--- src/rtl/mips_pkg.sv ---
// Shared fetch-stage types: queue entry layout, fetch FSM states and reset PC.
package mips_pkg;

    localparam int XLEN = 32;
    localparam logic [XLEN-1:0] RESET_PC = 32'h0000_0000;

    typedef enum logic {
        FETCH_RUN,
        FETCH_DRAIN
    } fetch_state_e;

    typedef struct packed {
        logic [XLEN-1:0] pc;
        logic [XLEN-1:0] word;
    } fetch_entry_t;

    function automatic logic [XLEN-1:0] word_align(input logic [XLEN-1:0] a);
        return {a[XLEN-1:2], 2'b00};
    endfunction

endpackage

--- src/rtl/fetch_fifo.sv ---
// DEPTH-entry {pc, word} queue with push/pop/flush and a registered head.
module fetch_fifo
    import mips_pkg::*;
#(
    parameter int DEPTH = 4,
    localparam int AW = $clog2(DEPTH),
    localparam int CW = AW + 1
) (
    input  logic         clk,
    input  logic         rst_n,
    input  logic         push,
    input  fetch_entry_t push_entry,
    input  logic         pop,
    input  logic         flush,
    output logic [CW-1:0] count,
    output fetch_entry_t head
);

    fetch_entry_t  mem_q [DEPTH];
    fetch_entry_t  mem_d [DEPTH];
    logic [AW-1:0] wr_ptr_q, wr_ptr_d;
    logic [AW-1:0] rd_ptr_q, rd_ptr_d;
    logic [CW-1:0] count_q, count_d;

    always_comb begin
        mem_d    = mem_q;
        wr_ptr_d = wr_ptr_q;
        rd_ptr_d = rd_ptr_q;
        count_d  = count_q;
        if (flush) begin
            wr_ptr_d = '0;
            rd_ptr_d = '0;
            count_d  = '0;
        end else begin
            if (push) begin
                mem_d[wr_ptr_q] = push_entry;
                wr_ptr_d        = wr_ptr_q + AW'(1);
            end
            if (pop) begin
                rd_ptr_d = rd_ptr_q + AW'(1);
            end
            unique case ({push, pop})
                2'b10:   count_d = count_q + CW'(1);
                2'b01:   count_d = count_q - CW'(1);
                default: count_d = count_q;
            endcase
        end
    end

    always_ff @(posedge clk or negedge rst_n) begin
        if (!rst_n) begin
            for (int i = 0; i < DEPTH; i++) begin
                mem_q[i] <= '0;
            end
            wr_ptr_q <= '0;
            rd_ptr_q <= '0;
            count_q  <= '0;
        end else begin
            mem_q    <= mem_d;
            wr_ptr_q <= wr_ptr_d;
            rd_ptr_q <= rd_ptr_d;
            count_q  <= count_d;
        end
    end

    assign count = count_q;
    assign head  = mem_q[rd_ptr_q];

endmodule

--- src/rtl/instr_fetch_buffer.sv ---
// Fetch stage: owns the fetch PC, issues one word request at a time and
// queues returned words for decode; redirect flushes and restarts fetch.
module instr_fetch_buffer
    import mips_pkg::*;
#(
    parameter int              DEPTH    = 4,
    parameter logic [XLEN-1:0] RESET_PC = mips_pkg::RESET_PC
) (
    input  logic        clk,
    input  logic        rst,
    output logic        mem_req,
    output logic [31:0] mem_addr,
    input  logic        mem_ack,
    input  logic [31:0] mem_rdata,
    input  logic        redirect,
    input  logic [31:0] redirect_pc,
    output logic        instr_valid,
    output logic [31:0] instr,
    output logic [31:0] instr_pc,
    input  logic        instr_ready
);

    localparam int CW = $clog2(DEPTH) + 1;

    fetch_state_e    state_q, state_d;
    logic [XLEN-1:0] fetch_pc_q, fetch_pc_d;
    logic [XLEN-1:0] pending_pc_q, pending_pc_d;

    logic          push;
    logic          pop;
    logic          flush;
    logic          ack_ok;
    logic [CW-1:0] count;
    logic [31:0]   target;
    fetch_entry_t  push_entry;
    fetch_entry_t  head;

    // Request is a pure decode of registered state; reset gates it at once.
    assign mem_req  = rst & ((state_q == FETCH_DRAIN) | (count < CW'(DEPTH)));
    assign mem_addr = fetch_pc_q;
    assign ack_ok   = mem_ack & mem_req;
    assign target   = word_align(redirect_pc);

    assign instr_valid = (count != '0);
    assign instr       = head.word;
    assign instr_pc    = head.pc;
    assign pop         = instr_valid & instr_ready;

    assign push_entry.pc   = fetch_pc_q;
    assign push_entry.word = mem_rdata;

    always_comb begin
        state_d      = state_q;
        fetch_pc_d   = fetch_pc_q;
        pending_pc_d = pending_pc_q;
        push         = 1'b0;
        flush        = 1'b0;
        if (redirect) begin
            flush = 1'b1;
            unique case (state_q)
                FETCH_RUN: begin
                    if (mem_req && !mem_ack) begin
                        pending_pc_d = target;
                        state_d      = FETCH_DRAIN;
                    end else begin
                        fetch_pc_d = target;
                    end
                end
                FETCH_DRAIN: begin
                    if (ack_ok) begin
                        fetch_pc_d = target;
                        state_d    = FETCH_RUN;
                    end else begin
                        pending_pc_d = target;
                    end
                end
            endcase
        end else begin
            unique case (state_q)
                FETCH_RUN: begin
                    if (ack_ok) begin
                        push       = 1'b1;
                        fetch_pc_d = fetch_pc_q + XLEN'(4);
                    end
                end
                FETCH_DRAIN: begin
                    // Stale word from before the redirect is dropped here.
                    if (ack_ok) begin
                        fetch_pc_d = pending_pc_q;
                        state_d    = FETCH_RUN;
                    end
                end
            endcase
        end
    end

    always_ff @(posedge clk or negedge rst) begin
        if (!rst) begin
            state_q      <= FETCH_RUN;
            fetch_pc_q   <= RESET_PC;
            pending_pc_q <= '0;
        end else begin
            state_q      <= state_d;
            fetch_pc_q   <= fetch_pc_d;
            pending_pc_q <= pending_pc_d;
        end
    end

    fetch_fifo #(
        .DEPTH(DEPTH)
    ) u_fifo (
        .clk        (clk),
        .rst_n      (rst),
        .push       (push),
        .push_entry (push_entry),
        .pop        (pop),
        .flush      (flush),
        .count      (count),
        .head       (head)
    );

endmodule

--- config.mk ---
export PLATFORM = sky130hd
export DESIGN_NAME = instr_fetch_buffer
export DESIGN_NICKNAME = d
export VERILOG_FILES = /design/src/rtl/mips_pkg.sv /design/src/rtl/fetch_fifo.sv /design/src/rtl/instr_fetch_buffer.sv
export SDC_FILE = /design/constraint.sdc
export NUM_CORES = 1
export LEC_CHECK = 0
export ABC_AREA = 1
export CORE_MARGIN = 2
export CORE_UTILIZATION = 30
export DETAILED_ROUTE_END_ITERATION = 10
export GPL_TIMING_DRIVEN = 1
export PLACE_DENSITY_LB_ADDON = 0.2
export SLEW_MARGIN = 10
export SYNTH_ARGS = -nofsm -noshare
export SYNTH_HDL_FRONTEND = slang
export SYNTH_SLANG_ARGS = --single-unit
--- constraint.sdc ---
create_clock -name clk -period 2.3 [get_ports clk]
set_input_delay 0.575 -clock clk [delete_from_list [all_inputs] [get_ports clk]]
set_output_delay 0.575 -clock clk [all_outputs]
set_load 0.02 [all_outputs]
==> flow_metrics.py <==
metrics = {
    "synthesis": {
        "syn_area_per_cell_sq_um": 8.061,
        "syn_area_sq_um": 14540,
        "synth_xor_xnor_area_share_pct": 0.3011,
        "yosysSeqAreaShare_pct": 54.37,
        "synth_top_area_share_pct": 54.37,
        "synth-simple-area-share_pct": 18.58,
        "synth_fa_ha_area_share_pct": 0.5678,
        "post_synth_num_cell_types": 30,
        "synth_seq_cells": 316,
        "synth.mux.area_fraction_pct": 0.2323,
        "synth_compound_area_share_pct": 19.47,
        "synth.area.top_cells": "dfrtp_1 54%, o21ai_0 13%, nand2_1 12%",
        "syn_inst": 1804,
        "synth_top_family_by_area": "compound AO/OA/AOI/OAI gates",
        "yosys.area.top_type": "dfrtp_1",
        "yosysWarningCount": 0,
    },
    "clocking": {
        "htreeDepth": 2,
        "path_clk_slew_ns": 0.06,
        "cts-root-buf": "clkbuf_16",
        "clk_latency_ns": 0.56,
        "tritoncts": "built",
        "cts.sinks": 316,
        "clockBufferDepth": 3,
        "cts_buffers": 39,
    },
    "placed_design": {
        "port_buffers": 160,
        "dp_slack_ns": -0.1644,
        "place_area_sq_um": 17370,
        "place_hpwl_um": 27690,
        "place_inst": 2545,
        "globalplace.congestion": 0.8179,
    },
    "sta": {
        "clock.fmax_mhz": 395.5,
        "final_max_slew_viol_count": 0,
        "rsz0062_at_grt": "true",
        "setup_viol": 62,
        "fin_crit_sh_pct": 109.9,
        "hold_viol": 0,
        "fin_crit_ns": 2.528,
        "finClkSkew_ns": 0.01999,
        "fin_ws_ns": -0.2284,
        "worstMarginPinSlew_ns": 1.135,
        "slew_headroom_pct": 24.33,
    },
    "layout": {
        "final_util_pct": 41.69,
        "num-nets-final": 2078,
        "final_cells": 2646,
        "drive_above_1_share_pct": 17.92,
        "fillers": 4734,
        "finalInstanceArea_sq_um": 19910,
        "syn2layout_area_growth_pct": 36.88,
        "final_cell_mix": "470 x nand2_1, 313 x dfrtp_1, 289 x o21ai_0",
        "diodes": 0,
        "layout_commonest_cell": "nand2_1",
    },
    "grt": {
        "antenna_found_initial": 2,
        "grt_use_met2_pct": 28.74,
        "first_global_vias": 12630,
        "grt_overflow": 0,
        "grt_pass1_wl_um": 71200,
        "grt_max_degree": 172,
        "grt_util_met1_pct": 25.31,
        "top_usage_layer": "met2",
        "grt_usage_pct": 17.97,
        "use_met3_pct": 3.397,
    },
    "detailed_routing": {
        "vias": 12940,
        "wl_per_cell_um": 17.48,
        "first_pass_iters": 5,
        "ant_nets": 0,
        "drtIter0Drc": 885,
        "wl_um": 46250,
        "drcViolationCount": 0,
        "vias_per_cell": 4.889,
    },
    "critical_path": {
        "arrival_ns": 1.95,
        "startpoint_type": "flop",
        "r2r-start": "mem_addr[3]$_DFFE_PN0P_",
        "crit_type": "reg -> out",
        "cp.required_ns": 1.73,
        "crit_start": "u_fifo.rd_ptr_q[0]$_DFFE_PN0P_",
        "crit_fanout": 14,
        "r2r_cells": 10,
        "endpoint_kind": "primary output",
    },
    "floorplanning": {
        "fp-row-count": 80,
        "core_sq_um": 47750,
        "dieHeight_um": 224.2,
        "ios": 167,
        "die_x_um": 224.2,
        "dieArea_sq_um": 50250,
        "initial_utilization_pct": 30.46,
    },
    "pwr": {
        "power.leakage_nw": 9.365,
        "total_power_mw": 25.37,
        "p_per_area_nw_per_um2": 1275,
        "peakVddDrop_mv": 0.6787,
    },
    "job": {
        "maxCapViolCount": 0,
    },
    "hold_path": {
        "hold_path.class": "in -> reg",
        "hold_path_startpoint": "redirect",
        "min_path_cells": 3,
    },
    "run_status": {
        "outcome": "complete, but fails checks",
        "violations": "negative setup slack",
    },
}
[metal layers]
metal / wire [um] / up-vias
met3: 2481 / 69
met4: 937 / 0
met1: 21820 / 6220
li1: - / 6342
met5: 0 / -
met2: 21010 / 306
[synth_stat cells]
cell	count
buf_2	34
clkinv_1	2
buf_4	5
fa_1	1
nand3_1	50
nand2_2	5
ha_1	5
conb_1	1
buf_1	2
dfrtp_1	316
nor2_1	170
xnor2_1	1
inv_2	5
o21ai_2	1
o211ai_1	3
clkbuf_1	77
buf_6	1
o21ai_0	373
inv_1	104
o21ai_4	1
xor2_1	4
a21oi_1	45
o21ai_1	56
mux2_2	3
and2_1	3
a31oi_1	1
clkbuf_2	1
o22ai_1	63
nand2_1	470
a21boi_2	1
[critical path: stages, from the launching register on]
cell	delay (ns)
dfrtp_4	0.54
clkinv_8	0.12
buf_12	0.16
buf_4	0.14
nor2_1	0.04
o22ai_1	0.21
buf_4	0.19
[final timing paths]
path	endpoint	slack, ns
setup / recovery	instr[4]	-0.23
hold / removal	state_q$_DFFE_PN0P_	0.33
setup reg to reg	mem_addr[26]$_DFFE_PN0P_	0.27
hold reg to reg	u_fifo.mem_q[117]$_DFFE_PN0P_	0.48
max in group asynchronous	pending_pc_q[30]$_DFFE_PN0P_	0.22
min in group asynchronous	u_fifo.mem_q[76]$_DFFE_PN0P_	0.82
[metrics by stage]
step	hold slack [ns]	TNS [ns]
after floorplan	0.2794	0
after global placement	0.4605	-4.606
after detailed placement	0.4678	-5.318
after CTS	0.2829	-13.50
after global routing	0.3320	-14.46
final	0.3286	-9.717
[registers in the layout, summed over array words and instances (netlist names)]
name	cells
pending_pc_q	30
mem_addr	30
u_fifo.wr_ptr_q	2
state_q	1
u_fifo.count	3
u_fifo.mem_q	248
u_fifo.rd_ptr_q	2
[cells by family after synthesis]
group / count (synthesis)
mux: 3
compound gates: 544
other cells: 1
xor+xnor: 5
simple gates: 698
buf+inv: 231
fa+ha+maj: 6
flops: 316
[final cells by class]
class | count | area (sq um) | share of cell area, %
repair buffers | 275 | 3161 | 15.88
well taps | 615 | 769.5 | 3.865
clock inverters | 7 | 52.55 | 0.2640
flip-flops and latches | 316 | 7914 | 39.75
inverters | 111 | 434.2 | 2.181
clock buffers | 62 | 1194 | 5.996
multi-input cells | 1260 | 6382 | 32.06
[power breakdown]
| part | switching (mW) | internal [mW] |
|---|---|---|
| sequential | 1.30 | 7.19 |
| combinational | 6.15 | 4.79 |
| clock | 2.40 | 3.55 |
| total | 9.84 | 15.5 |
[repair_timing]
item | 4_1_cts | 5_1_grt
setup buffers | 15 | 2
endpoints found under the hold margin | 7 | 0
hold buffers | 1 | 0
endpoints found under the setup margin | 68 | 74
gates cloned | 8 | 9
pin swaps | 27 | 30
resized for setup | 416 | 196
No activity file was read; power rests on OpenSTA's default activity.
